File: src/rtl/regfile_writeback_queue_if.sv
// -----------------------------------------------------------------------------
// regfile_writeback_queue_if
//
// Bundles the handshake and register-file write signals of the writeback
// queue.
//   s0_*      : producer port 0 (ALU) result handshake
//   s1_*      : producer port 1 (load / multi-cycle) result handshake
//   wb_stall  : hold the queue head this cycle
//   regwe/Rw/Din : register file write port
// Modports:
//   master : producer / register-file side (drives valids, data, wb_stall)
//   slave  : the queue itself
// -----------------------------------------------------------------------------
interface regfile_writeback_queue_if #(
    parameter int AW = 6,
    parameter int DW = 32
) ();
    logic          s0_valid;
    logic [AW-1:0] s0_rd;
    logic [DW-1:0] s0_data;
    logic          s0_ready;

    logic          s1_valid;
    logic [AW-1:0] s1_rd;
    logic [DW-1:0] s1_data;
    logic          s1_ready;

    logic          wb_stall;
    logic          regwe;
    logic [AW-1:0] Rw;
    logic [DW-1:0] Din;

    modport master (
        output s0_valid, s0_rd, s0_data,
        output s1_valid, s1_rd, s1_data,
        output wb_stall,
        input  s0_ready, s1_ready,
        input  regwe, Rw, Din
    );

    modport slave (
        input  s0_valid, s0_rd, s0_data,
        input  s1_valid, s1_rd, s1_data,
        input  wb_stall,
        output s0_ready, s1_ready,
        output regwe, Rw, Din
    );
endinterface

File: src/rtl/regfile_writeback_queue.sv
// -----------------------------------------------------------------------------
// regfile_writeback_queue
//
// In-order writeback queue between two result producers and the register
// file. Results from port 0 and port 1 are buffered in a circular FIFO of
// DEPTH entries and drained one per cycle onto the register file write port.
// Optional bypass lookups let decode see pending results before commit.
//
// Optional feature macro: WBQ_BYPASS_EN
//   defined     : ra/rb lookups return the youngest pending matching entry
//   not defined : ra_hit/rb_hit/ra_data/rb_data are tied to 0
//
// Ports:
//   clk      : clock, rising edge
//   reset    : synchronous, active-high; discards all stored entries
//   wbq      : slave side of regfile_writeback_queue_if
//              (s0/s1 handshakes, wb_stall, regwe/Rw/Din)
//   ra, rb   : bypass lookup indices
//   ra_hit, rb_hit   : a pending entry targets ra / rb
//   ra_data, rb_data : data of the youngest pending match
//   count    : entries currently stored
// -----------------------------------------------------------------------------
module regfile_writeback_queue #(
    parameter int DEPTH = 4,
    parameter int AW    = 6,
    parameter int DW    = 32
) (
    input  logic                      clk,
    input  logic                      reset,
    regfile_writeback_queue_if.slave  wbq,
    input  logic [AW-1:0]             ra,
    input  logic [AW-1:0]             rb,
    output logic                      ra_hit,
    output logic                      rb_hit,
    output logic [DW-1:0]             ra_data,
    output logic [DW-1:0]             rb_data,
    output logic [$clog2(DEPTH):0]    count
);
    localparam int PW = $clog2(DEPTH);
    localparam int CW = PW + 1;

    logic [PW-1:0] head_reg;
    logic [PW-1:0] tail_reg;
    logic [CW-1:0] count_reg;

    logic [AW-1:0] rd_mem   [DEPTH];
    logic [DW-1:0] data_mem [DEPTH];

    logic [CW-1:0] free;
    logic          s0_ready;
    logic          s1_ready;
    logic          acc0;
    logic          acc1;
    logic          pop;
    logic          not_empty;
    logic [PW-1:0] tail_plus1;
    logic [PW-1:0] s1_slot;
    logic [PW-1:0] head_next;
    logic [PW-1:0] tail_next;
    logic [CW-1:0] count_next;

    // Ready is derived from registered occupancy only, so a pop in the same
    // cycle never opens a slot early. Held low during reset because any
    // handshake in that cycle is dropped.
    assign free      = CW'(DEPTH) - count_reg;
    assign s0_ready  = !reset && (free >= CW'(1));
    assign s1_ready  = !reset && ((free >= CW'(2)) ||
                                  ((free == CW'(1)) && !wbq.s0_valid));
    assign acc0      = wbq.s0_valid && s0_ready;
    assign acc1      = wbq.s1_valid && s1_ready;

    assign not_empty = (count_reg != '0);
    assign pop       = !reset && not_empty && !wbq.wb_stall;

    assign wbq.s0_ready = s0_ready;
    assign wbq.s1_ready = s1_ready;
    assign wbq.regwe    = pop;
    assign wbq.Rw       = (!reset && not_empty) ? rd_mem[head_reg]   : '0;
    assign wbq.Din      = (!reset && not_empty) ? data_mem[head_reg] : '0;
    assign count        = count_reg;

    // Port 0 is older: it takes the tail slot, port 1 follows it.
    assign tail_plus1 = tail_reg + PW'(1);
    assign s1_slot    = acc0 ? tail_plus1 : tail_reg;
    assign tail_next  = tail_reg + PW'(acc0) + PW'(acc1);
    assign head_next  = head_reg + PW'(pop);
    assign count_next = count_reg + CW'(acc0) + CW'(acc1) - CW'(pop);

    always_ff @(posedge clk) begin
        if (reset) begin
            head_reg  <= '0;
            tail_reg  <= '0;
            count_reg <= '0;
        end else begin
            head_reg  <= head_next;
            tail_reg  <= tail_next;
            count_reg <= count_next;
        end
    end

    // Entry storage carries no reset; validity is tracked by head/count.
    always_ff @(posedge clk) begin
        if (acc0) begin
            rd_mem[tail_reg]   <= wbq.s0_rd;
            data_mem[tail_reg] <= wbq.s0_data;
        end
        if (acc1) begin
            rd_mem[s1_slot]    <= wbq.s1_rd;
            data_mem[s1_slot]  <= wbq.s1_data;
        end
    end

`ifdef WBQ_BYPASS_EN
    // Offset gi from head is age order: larger gi is younger. Only the
    // stored entries are scanned; same-cycle incoming results are not.
    // The head being written this cycle stays visible until the edge.
    logic [PW-1:0]    slot_idx [DEPTH];
    logic [DEPTH-1:0] match_a;
    logic [DEPTH-1:0] match_b;

    for (genvar gi = 0; gi < DEPTH; gi++) begin : g_scan
        logic live;
        assign slot_idx[gi] = head_reg + PW'(gi);
        assign live         = !reset && (CW'(gi) < count_reg);
        assign match_a[gi]  = live && (rd_mem[slot_idx[gi]] == ra);
        assign match_b[gi]  = live && (rd_mem[slot_idx[gi]] == rb);
    end

    always_comb begin
        ra_hit  = 1'b0;
        rb_hit  = 1'b0;
        ra_data = '0;
        rb_data = '0;
        // Later (younger) matches overwrite earlier ones.
        for (int i = 0; i < DEPTH; i++) begin
            if (match_a[i]) begin
                ra_hit  = 1'b1;
                ra_data = data_mem[slot_idx[i]];
            end
            if (match_b[i]) begin
                rb_hit  = 1'b1;
                rb_data = data_mem[slot_idx[i]];
            end
        end
    end
`else
    // Lookup indices are intentionally ignored in this build.
    logic bypass_unused;
    assign bypass_unused = ^{ra, rb};
    assign ra_hit  = 1'b0;
    assign rb_hit  = 1'b0;
    assign ra_data = '0;
    assign rb_data = '0;
`endif

endmodule

File: src/flat_wrapper.sv
// flat-port wrapper written by rule: the top's interface ports become plain ports
module regfile_writeback_queue_flat 
#(
    parameter int DEPTH = 4,
    parameter int AW    = 6,
    parameter int DW    = 32
)
  (clk, reset, ra, rb, ra_hit, rb_hit, ra_data, rb_data, count, wbq_s0_valid, wbq_s0_rd, wbq_s0_data, wbq_s1_valid, wbq_s1_rd, wbq_s1_data, wbq_wb_stall, wbq_s0_ready, wbq_s1_ready, wbq_regwe, wbq_Rw, wbq_Din);
  regfile_writeback_queue_if #(.AW(AW), .DW(DW)) wbq_i ();
  input  logic clk;
  input  logic reset;
  input  logic [AW-1:0] ra;
  input  logic [AW-1:0] rb;
  output logic ra_hit;
  output logic rb_hit;
  output logic [DW-1:0] ra_data;
  output logic [DW-1:0] rb_data;
  output logic [$clog2(DEPTH):0] count;
  input wire logic [$bits(wbq_i.s0_valid)-1:0] wbq_s0_valid;
  input wire logic [$bits(wbq_i.s0_rd)-1:0] wbq_s0_rd;
  input wire logic [$bits(wbq_i.s0_data)-1:0] wbq_s0_data;
  input wire logic [$bits(wbq_i.s1_valid)-1:0] wbq_s1_valid;
  input wire logic [$bits(wbq_i.s1_rd)-1:0] wbq_s1_rd;
  input wire logic [$bits(wbq_i.s1_data)-1:0] wbq_s1_data;
  input wire logic [$bits(wbq_i.wb_stall)-1:0] wbq_wb_stall;
  output wire logic [$bits(wbq_i.s0_ready)-1:0] wbq_s0_ready;
  output wire logic [$bits(wbq_i.s1_ready)-1:0] wbq_s1_ready;
  output wire logic [$bits(wbq_i.regwe)-1:0] wbq_regwe;
  output wire logic [$bits(wbq_i.Rw)-1:0] wbq_Rw;
  output wire logic [$bits(wbq_i.Din)-1:0] wbq_Din;
  assign wbq_i.s0_valid = wbq_s0_valid;
  assign wbq_i.s0_rd = wbq_s0_rd;
  assign wbq_i.s0_data = wbq_s0_data;
  assign wbq_i.s1_valid = wbq_s1_valid;
  assign wbq_i.s1_rd = wbq_s1_rd;
  assign wbq_i.s1_data = wbq_s1_data;
  assign wbq_i.wb_stall = wbq_wb_stall;
  assign wbq_s0_ready = wbq_i.s0_ready;
  assign wbq_s1_ready = wbq_i.s1_ready;
  assign wbq_regwe = wbq_i.regwe;
  assign wbq_Rw = wbq_i.Rw;
  assign wbq_Din = wbq_i.Din;
  regfile_writeback_queue #(.DEPTH(DEPTH), .AW(AW), .DW(DW)) u_core (.clk(clk), .reset(reset), .wbq(wbq_i), .ra(ra), .rb(rb), .ra_hit(ra_hit), .rb_hit(rb_hit), .ra_data(ra_data), .rb_data(rb_data), .count(count));
endmodule
File: config.mk
export PLATFORM = sky130hd
export DESIGN_NAME = regfile_writeback_queue_flat
export DESIGN_NICKNAME = d
export VERILOG_FILES = /design/src/rtl/regfile_writeback_queue_if.sv /design/src/rtl/regfile_writeback_queue.sv /design/src/flat_wrapper.sv
export SDC_FILE = /design/constraint.sdc
export NUM_CORES = 1
export LEC_CHECK = 0
export BUFFER_PORTS_ARGS = -buffer_cell sky130_fd_sc_hd__buf_4
export CORE_UTILIZATION = 28
export CTS_CLUSTER_SIZE = 28
export DETAILED_ROUTE_END_ITERATION = 8
export PLACE_DENSITY = 0.48
export SLEW_MARGIN = 40
export SYNTH_ARGS = -nofsm -noshare
export SYNTH_HDL_FRONTEND = slang
export SYNTH_SLANG_ARGS = --single-unit
File: constraint.sdc
create_clock -name clk -period 9.1 [get_ports clk]
set_input_delay 0.455 -clock clk [delete_from_list [all_inputs] [get_ports clk]]
set_output_delay 0.455 -clock clk [all_outputs]
set_load 0.005 [all_outputs]
=== Word level (Yosys, flattened, before mapping) ===
Memories as Yosys holds them, arrays and structs flattened. A register that Yosys moved wholly into a read port is not among the register bits.
Cells that the tools add are included.

* Memory bits (writable): 152
* Flip-flop bits (word level): 7
* Logic and storage cells: 37
* Bits of input ports: 93
* Output and inout bits: 110
* Memories kept: 2

* Add/subtract/negate cells: 8
* Reductions and logical operators: 12
* Magnitude comparators: 2
* Muxes and demuxes: 9
* Eq/ne operators: 1

{| class="wikitable"
|+ Memories
! name !! words !! width !! read ports !! clocked after memory_dff !! wr ports !! line !! text
|-
| u_core.data_mem || 4 || 32 || 1 || 1 || 2 || regfile_writeback_queue.sv:47 || <nowiki>logic [DW-1:0] data_mem [DEPTH];</nowiki>
|-
| u_core.rd_mem || 4 || 6 || 1 || 1 || 2 || regfile_writeback_queue.sv:46 || <nowiki>logic [AW-1:0] rd_mem [DEPTH];</nowiki>
|}

{| class="wikitable"
|+ Operator list
! kind !! number
|-
| $mux 32 || 1
|-
| $logic_and 1x1->1 || 7
|-
| $add 2x1->2 || 3
|-
| $add 3x1->3 || 2
|-
| $mux 2 || 3
|-
| $mux 6 || 1
|-
| $mux 1 || 4
|-
| $eq 3x1->1 const B || 1
|-
| $ge 3x1->1 const B || 1
|-
| $ge 3x2->1 const B || 1
|-
| $logic_not 1->1 || 3
|-
| $reduce_bool 3->1 || 1
|-
| $sub 3x1->3 || 1
|-
| $sub 3x3->3 const A || 1
|-
| $add 2x1->2 const B || 1
|-
| $logic_or 1x1->1 || 1
|}

=== Longest topological paths before layout ===
Gate-level depths: netlist of the first run.

* Depth after elaboration: 8
* Gate-level depth with buffers: 14

=== Least setup slack after synthesis of the first run ===
Ideal clock, no wire load.

* Path kind: reg2reg
* From: reg u_core.count_reg[0], in the netlist u_core.count[0]
* To: mem u_core.data_mem[0][0], enable pin
* Arrival time: 2.969 ns
* Data required time: 8.704 ns
* Slack: 5.735 ns
* Setup time: 0.396 ns
* Cell stages (with the launch flop): 10
* Cells stage by stage: dfxtp_1 inv_1 ha_1 ha_1 or4b_4 a211oi_2 o21ai_1 buf_2 buf_6 nand2_1

{| class="wikitable"
|+ RTL lines
! element !! line !! text
|-
| from (decl) || regfile_writeback_queue.sv:44 || <nowiki>logic [CW-1:0] count_reg;</nowiki>
|-
| from (signal assigned) || regfile_writeback_queue.sv:97 || <nowiki>count_reg <= count_next;</nowiki>
|-
| to (decl) || regfile_writeback_queue.sv:47 ||
|}

==> results of run 1 <==
stage by stage:
stage,hold WS (ns),cells,instance area [um2],total power (uW),worst slack (ns)
floorplan,0.528,679,8870,1710,5.74
global placement,0.557,1091,9730,2140,5.29
detailed placement,0.550,1092,9760,2150,5.28
CTS,0.288,1124,10400,2920,5.24
global route,0.297,1124,10400,3030,5.16
finish,0.298,1124,10400,2870,5.38
power by group:
part	leakage, uW	switching [uW]	total [uW]	internal (uW)
Clock	0.000302	329	772	443
Sequential	0.00145	52.4	1040	986
Combinational	0.00181	651	1060	412
Total	0.00356	1030	2870	1840
cells by family (layout without fill, tap and decap cells):
kind of cell             count (synthesis)  in the layout
AO/OA/AOI/OAI                          161            161
buffers and inverters                  126            181
flip-flops                             159            159
multiplexers                            38             38
adder cells (fa/ha/maj)                 13             13
AND/OR/NAND/NOR                        112            112
other                                    1             66
XOR/XNOR                                 4              4
layer usage:
| metal | global-route usage | vias up | part of all wire | wire [um] |
|---|---|---|---|---|
| li1 | - | 2515 | - | - |
| met1 | 0.216 | 2743 | 0.45 | 11000 |
| met2 | 0.258 | 202 | 0.48 | 11700 |
| met3 | 0.0308 | 23 | 0.061 | 1500 |
| met4 | 0.0506 | 0 | 0.010 | 244 |
| met5 | 0 | - | 0 | 0 |
cell usage after synthesis:
| cell type | number | area (um2) |
|---|---|---|
| fa_1 | 3 | 60.1 |
| nor3_1 | 2 | 10.0 |
| o311a_1 | 1 | 10.0 |
| and4_4 | 1 | 11.3 |
| nor2_1 | 12 | 45.0 |
| or4b_4 | 1 | 13.8 |
| buf_2 | 19 | 95.1 |
| ha_1 | 10 | 125 |
| nor4_1 | 2 | 12.5 |
| o2bb2ai_2 | 10 | 150 |
| o2bb2ai_1 | 142 | 1240 |
| xnor2_1 | 4 | 35.0 |
| clkbuf_1 | 23 | 86.3 |
| o21ai_2 | 1 | 8.76 |
| buf_6 | 5 | 56.3 |
| a211oi_2 | 4 | 50.1 |
| conb_1 | 1 | 3.75 |
| o21ai_1 | 3 | 15.0 |
| inv_1 | 10 | 37.5 |
| buf_4 | 69 | 518 |
| nand2b_1 | 2 | 12.5 |
| nor2b_1 | 43 | 269 |
| nor4b_2 | 1 | 15.0 |
| nand2_1 | 47 | 176 |
| dfxtp_1 | 7 | 140 |
| edfxtp_1 | 152 | 4560 |
| mux4_2 | 38 | 856 |
| or2_2 | 1 | 6.26 |
final cells by class:
type	instances	area share
Tap cell	390	0.0470
Clock inverter	14	0.0188
Clock buffer	18	0.0413
Inverter	10	0.00361
Multi-Input combinational cell	394	0.334
Timing Repair Buffer	139	0.102
Sequential cell	159	0.453
worst max path at each step:
stage	to	slack (ns)
2_1_floorplan	u_core.data_mem[0][0]$_DFFE_PP_	5.74
3_3_place_gp	u_core.data_mem[1][10]$_DFFE_PP_	5.29
3_5_place_dp	u_core.data_mem[1][10]$_DFFE_PP_	5.28
4_1_cts	u_core.data_mem[1][1]$_DFFE_PP_	5.24
5_1_grt	u_core.data_mem[1][15]$_DFFE_PP_	5.16
6_report	u_core.data_mem[1][6]$_DFFE_PP_	5.38
critical path, cell delays in order, from the launching register on:
cell,delay (ns)
dfxtp_1,0.43
inv_1,0.13
ha_1,0.21
ha_1,0.30
or4b_4,0.53
a211oi_2,0.39
o21ai_4,0.06
buf_4,0.34
nand2_2,0.45
buf_4,0.48
==> results by group, run 1 <==
Power
  • Power Density: 277 mW/mm2
  • Worst VDD drop: 0.189 mV
  • Lkg Pwr: 0.00356 uW

Timing
  • Final period util: 0.409
  • Final setup vio count: 0
  • Tightest Pin Transition: 0.777 ns
  • Peak Freq: 268 MHz
  • Max Clock Skew: 0.0112 ns
  • RSZ-0062 raised after global routing: false
  • Min cycle time layout: 3.72 ns
  • Slew Viols, Final: 0
  • Final setup TNS: 0 ns
  • Slew HR: 0.481
  • Hold Vio Cnt, Final: 0

GRT
  • Largest net degree at the start of global routing: 44
  • Total Routing Usage GR: 0.160
  • Initial antenna violation count: 1
  • GRT overflow: 0
  • Global-route wire length before repair: 36,200 um
  • Vias in the first global route: 5,861

Synth
  • Syn avg cell area: 14.1 um2
  • Synth Register Bits: 159
  • Yosys warns: 0
  • Synthesized instance count: 614
  • Post-Synth XOR/XNOR Area: 0.00406
  • Mux cell area share after synthesis: 0.0992
  • Largest family of logic cells by synthesized area: compound AO/OA/AOI/OAI gates
  • Post-Synth Adder-Cell Area: 0.0215
  • Simple-gate share of the synthesized area: 0.0663
  • Synth Cell Area: 0.00863 mm2
  • Synth unique cells: 28
  • Register area share after synthesis: 0.545
  • Compound-Gate Fraction of Synth Area: 0.171

Critical path
  • Nature of the critical path endpoint: flip-flop
  • Worst reg2reg path depth: 9
  • R2R Path End: u_core.data_mem[1][6]$_DFFE_PP_
  • Worst Path Required: 9.17 ns
  • Crit path launch type: flip-flop
  • Setup CP Type: flip-flop to flip-flop
  • Crit Path Max Fanout: 39
  • Critical Path Source: u_core.count[0]$_SDFF_PP0_
  • Worst R2R Setup Slack: 5.38 ns
  • RR Startpoint: u_core.count[0]$_SDFF_PP0_
  • WP data arrival: 3.79 ns

Layout
  • Max reg flops: 128
  • Commonest non-fill, non-tap cell in the layout: edfxtp_1
  • FF/Latch Area: 0.00471 mm2
  • Most frequent cells in the layout: edfxtp_1 (152), o2bb2ai_1 (142), buf_4 (138)
  • # diodes: 0
  • Multi-input logic area: 0.00347 mm2
  • Nets: 827
  • Share of post-route cells with drive strength above 1: 0.331
  • Total of fill cells in the finished design: 2,993
  • Layout Area Growth over Synthesis: 20.4%
  • Fin util: 0.347

Route
  • DRT Pass-1 Iters: 4
  • 1st-iter DRT viols: 361
  • Final WL: 24,500 um
  • Vias per inst: 4.88
  • Mean routed wirelength per cell: 21.8 um
  • Post-DRT Antenna Nets: 0
  • Routed via count: 5,483
  • DRC violations left: 0

CTS
  • TritonCTS clock tree: yes
  • Worst skew pair latency: 0.42 ns
  • Clock Path Buffers: 2
  • Root Buffer: clkbuf_16
  • Worst-path clk slew: 0.07 ns
  • # clock sinks: 159
  • Setup repair bufs after CTS: 0
  • Inserted Clock Buffers: 17
  • Cts hold-fix bufs: 0
  • H-tree levels: 4
  • Post-cts sizing count: 0

Flow run
  • Max-cap violations: 0

Floorplanning
  • Row count: 63
  • Core region area: 0.0300 mm2
  • Num ports: 203
  • Die Ht: 178 um
  • Die Width: 178 um
  • Initial Util: 0.288
  • Die area: 0.0315 mm2

Hold path
  • Min-Delay Path Depth: 2
  • Min-Delay Endpoint: u_core.head_reg[1]$_SDFF_PP0_
  • Hold_sp: reset
  • Min-delay worst type: input pin to flip-flop

Place
  • Post-DP HPWL: 14,000 um
  • Port Buffers: 124
  • GPL Wtd Cong: 0.695

Status
  • Status: complete, no violations
No activity file was read; power rests on OpenSTA's default activity.
==> inputs of run 2 (changes only) <==
Settings changed: ABC_AREA from default to 1, PLACE_DENSITY 0.48 to 0.49.
Clock period 9.1 ns to 3.15 ns, I/O delays scaled along.
==> run 2 against run 1 <==
Against the previous run:
- hold slack worse by 0.28 ns
- synthesized cell count is 83% higher
- die area is 11% higher
- design area is 7.8% higher
- via count is 48% higher
- clock power grew to 2.7 times the previous value
- sequential share of layout area is 3.3 points lower
- critical path type unchanged
- critical endpoint is now u_core.data_mem[3][13]$_DFFE_PP_
- largest cell class unchanged
==> results by group, run 2 <==
Status
  • Status: complete, no violations (unchanged)

CTS
  • # clock sinks: 159 (unchanged)
  • Worst-path clk slew: 0.08 ns (was 0.07 ns)
  • Clock Path Buffers: 2 (unchanged)
  • TritonCTS clock tree: yes (unchanged)
  • Root Buffer: clkbuf_16 (unchanged)
  • Worst skew pair latency: 0.44 ns (was 0.42 ns)
  • Setup repair bufs after CTS: 0 (unchanged)
  • H-tree levels: 4 (unchanged)
  • Inserted Clock Buffers: 17 (unchanged)

Place
  • Place WS: 0.323 ns (was 5.28 ns)
  • Port Buffers: 124 (unchanged)
  • GPL Wtd Cong: 0.716 (was 0.695)
  • Post-DP HPWL: 17,200 um (was 14,000 um)

Critical path
  • Crit Path Max Fanout: 41 (was 39)
  • Worst R2R Setup Slack: 0.31 ns (was 5.38 ns)
  • WP data arrival: 2.92 ns (was 3.79 ns)
  • RR Startpoint: u_core.count[1]$_SDFF_PP0_ (was u_core.count[0]$_SDFF_PP0_)
  • Nature of the critical path endpoint: flip-flop (unchanged)
  • Setup CP Type: flip-flop to flip-flop (unchanged)
  • Worst Path Required: 3.24 ns (was 9.17 ns)
  • Crit path launch type: flip-flop (unchanged)
  • R2R Path End: u_core.data_mem[3][13]$_DFFE_PP_ (was u_core.data_mem[1][6]$_DFFE_PP_)
  • Worst reg2reg path depth: 12 (was 9)

Power
  • Combinational share of power: 0.428 (was 0.370)
  • Lkg Pwr: 0.00477 uW (was 0.00356 uW)
  • Power Total: 8770 uW (was 2870 uW)
  • Design internal power: 4970 uW (was 1840 uW)
  • Switch share: 0.434 (was 0.359)
  • Worst VDD drop: 0.832 mV (was 0.189 mV)
  • Part of the power in the clock network: 0.239 (was 0.269)
  • Power Density: 783 mW/mm2 (was 277 mW/mm2)
  • Seq pwr share: 0.333 (was 0.361)
  • Switching power total: 3810 uW (was 1030 uW)

Flow run
  • Max-cap violations: 0 (unchanged)

Synth
  • Most common library cells after synthesis: nand2_1 (316), nor2_1 (160), nand4_1 (156) (was edfxtp_1 (152), o2bb2ai_1 (142), buf_4 (69))
  • Share of the synthesized area in the top cell type: 0.476 (was 0.529)
  • Yosys warns: 0 (unchanged)
  • Synth Cell Area: 0.00959 mm2 (was 0.00863 mm2)
  • EDFF count, synth: 152 (unchanged)
  • Syn avg cell area: 8.54 um2 (was 14.1 um2)
  • Synth area leader: edfxtp_1 (unchanged)
  • Asr flop ratio synth: 0 (unchanged)
  • Register area share after synthesis: 0.491 (was 0.545)
  • Synthesized instance count: 1,123 (was 614)
  • Synth Register Bits: 159 (unchanged)
  • Count leader, synth: nand2_1 (was edfxtp_1)
  • Synth unique cells: 29 (was 28)
  • Predominant post-synthesis flop cell: edfxtp_1 (unchanged)
  • Ranking of synthesized cells by area: edfxtp_1 (48%), nand2_1 (12%), nand4_1 (10%) (was edfxtp_1 (53%), o2bb2ai_1 (14%), mux4_2 (9.9%))

GRT
  • Vias in the first global route: 7,602 (was 5,861)
  • Total Routing Usage GR: 0.170 (was 0.160)
  • Initial antenna violation count: 0 (was 1)
  • Global-route wire length before repair: 45,200 um (was 36,200 um)
  • Largest net degree at the start of global routing: 85 (was 44)
  • GRT overflow: 0 (unchanged)

Layout
  • Max reg flops: 128 (unchanged)
  • Layout Area Growth over Synthesis: 16.8% (was 20.4%)
  • Commonest non-fill, non-tap cell in the layout: nand2_1 (was edfxtp_1)
  • # diodes: 0 (unchanged)
  • Share of post-route cells with drive strength above 1: 0.178 (was 0.331)
  • Nets: 1,313 (was 827)
  • Most frequent cells in the layout: nand2_1 (312), nor2_1 (160), nand4_1 (156) (was edfxtp_1 (152), o2bb2ai_1 (142), buf_4 (138))

Floorplanning
  • Die area: 0.0350 mm2 (was 0.0315 mm2)
  • Die Width: 187 um (was 178 um)
  • Num ports: 203 (unchanged)
  • Initial Util: 0.285 (was 0.288)
  • Core region area: 0.0336 mm2 (was 0.0300 mm2)
  • Die Ht: 187 um (was 178 um)
  • Row count: 67 (was 63)

Timing
  • Hold Vio Cnt, Final: 0 (unchanged)
  • Final setup TNS: 0 ns (unchanged)
  • Slew Viols, Final: 0 (unchanged)
  • Setup ws final: 0.315 ns (was 5.38 ns)
  • Min cycle time layout: 2.84 ns (was 3.72 ns)
  • Slew HR: 0.511 (was 0.481)
  • RSZ-0062 raised after global routing: false (unchanged)
  • Final setup vio count: 0 (unchanged)
  • Tightest Pin Transition: 0.732 ns (was 0.777 ns)
  • Max Clock Skew: 0.0127 ns (was 0.0112 ns)
  • Final period util: 0.900 (was 0.409)
  • Peak Freq: 353 MHz (was 268 MHz)

Route
  • DRT Pass-1 Iters: 5 (was 4)
  • Final WL: 29,700 um (was 24,500 um)
  • Routed via count: 8,109 (was 5,483)
  • Post-DRT Antenna Nets: 0 (unchanged)
  • 1st-iter DRT viols: 612 (was 361)
  • DRC violations left: 0 (unchanged)
  • Mean routed wirelength per cell: 17.8 um (was 21.8 um)
  • Vias per inst: 4.86 (was 4.88)

Hold path
  • Min-Delay Endpoint: u_core.data_mem[0][21]$_DFFE_PP_ (was u_core.head_reg[1]$_SDFF_PP0_)
  • Min-delay worst type: input pin to flip-flop (unchanged)
  • Min-Delay Path Depth: 3 (was 2)
  • Hold_sp: wbq_s0_data[21] (was reset)
run 2: changes by cell type after synthesis, sizes merged, moves of 43 or more:
cell     change
nand2      +277
nand4      +156
o2bb2ai    -152
nor2       +151
o21ai       +72
buf         +44
nor2b       -43
run 2: worst max-delay path by stage:
stage,from,to,cells after the start
floorplan,u_core.count[0]$_SDFF_PP0_,u_core.data_mem[2][0]$_DFFE_PP_,13
global placement,u_core.count[0]$_SDFF_PP0_,u_core.data_mem[3][16]$_DFFE_PP_,12
detailed placement,u_core.count[0]$_SDFF_PP0_,u_core.data_mem[3][16]$_DFFE_PP_,12
CTS,u_core.count[0]$_SDFF_PP0_,u_core.data_mem[3][13]$_DFFE_PP_,12
global route,u_core.count[0]$_SDFF_PP0_,u_core.data_mem[3][13]$_DFFE_PP_,12
finish,u_core.count[1]$_SDFF_PP0_,u_core.data_mem[3][13]$_DFFE_PP_,12
run 2: worst max-delay path, cell delays in order, from the launching register on:
cell and delay [ns]:
dfxtp_1 0.40, inv_1 0.12, ha_1 0.20, ha_1 0.30
inv_2 0.08, nor2_4 0.04, nand3_2 0.08, nand2_4 0.07
nor2_8 0.16, buf_4 0.42, nand3_2 0.14, nand2_2 0.08
buf_4 0.37
run 2: final cells by class:
type	instances	area [um2]
Clock buffer	17	425
Timing Repair Buffer	161	1250
Sequential cell	159	4710
Tap cell	448	561
Multi-Input combinational cell	848	4010
Inverter	20	77.6
Clock inverter	15	169
Fill cell	3523	22400
run 2: logic make-up (layout without fill, tap and decap cells):
family,Yosys count,in the layout,synth area share
AO/OA/AOI/OAI,115,115,0.0600
flip-flops,159,159,0.491
other,1,66,0.000391
adder cells (fa/ha/maj),13,13,0.0193
AND/OR/NAND/NOR,650,650,0.306
XOR/XNOR,4,4,0.00366
buffers and inverters,181,213,0.120
run 2: stage by stage:
step,area (um2),hold slack [ns],cells,utilization
2_1_floorplan,9830,0.336,1188,-
3_3_place_gp,10500,0.417,1631,0.314
3_5_place_dp,10600,0.422,1631,0.314
4_1_cts,11200,0.00155,1668,0.333
5_1_grt,11200,0.00598,1668,0.333
6_report,11200,0.0161,1668,0.333
run 2: power groups by stage:
stage,Sequential [uW],Combinational [uW],Clock (uW)
2_1_floorplan,2970,2520,0
3_3_place_gp,2970,3730,0
3_5_place_dp,2970,3760,0
4_1_cts,2930,3770,2130
5_1_grt,2960,4130,2200
6_report,2930,3750,2100
run 2: timing repair:
| action | CTS | global route |
|---|---|---|
| gates resized for setup | 0 | 0 |
| hold buffers | 5 | 0 |
| endpoints found under the hold margin | 15 | 0 |
run 2: routing by layer:
metal / global-route usage / wire, um / vias to the layer above
met1: 0.224 / 13000 / 3832
li1: - / - / 3910
met4: 0.0533 / 558 / 0
met2: 0.282 / 14100 / 333
met3: 0.0302 / 1940 / 34
met5: 0 / 0 / -
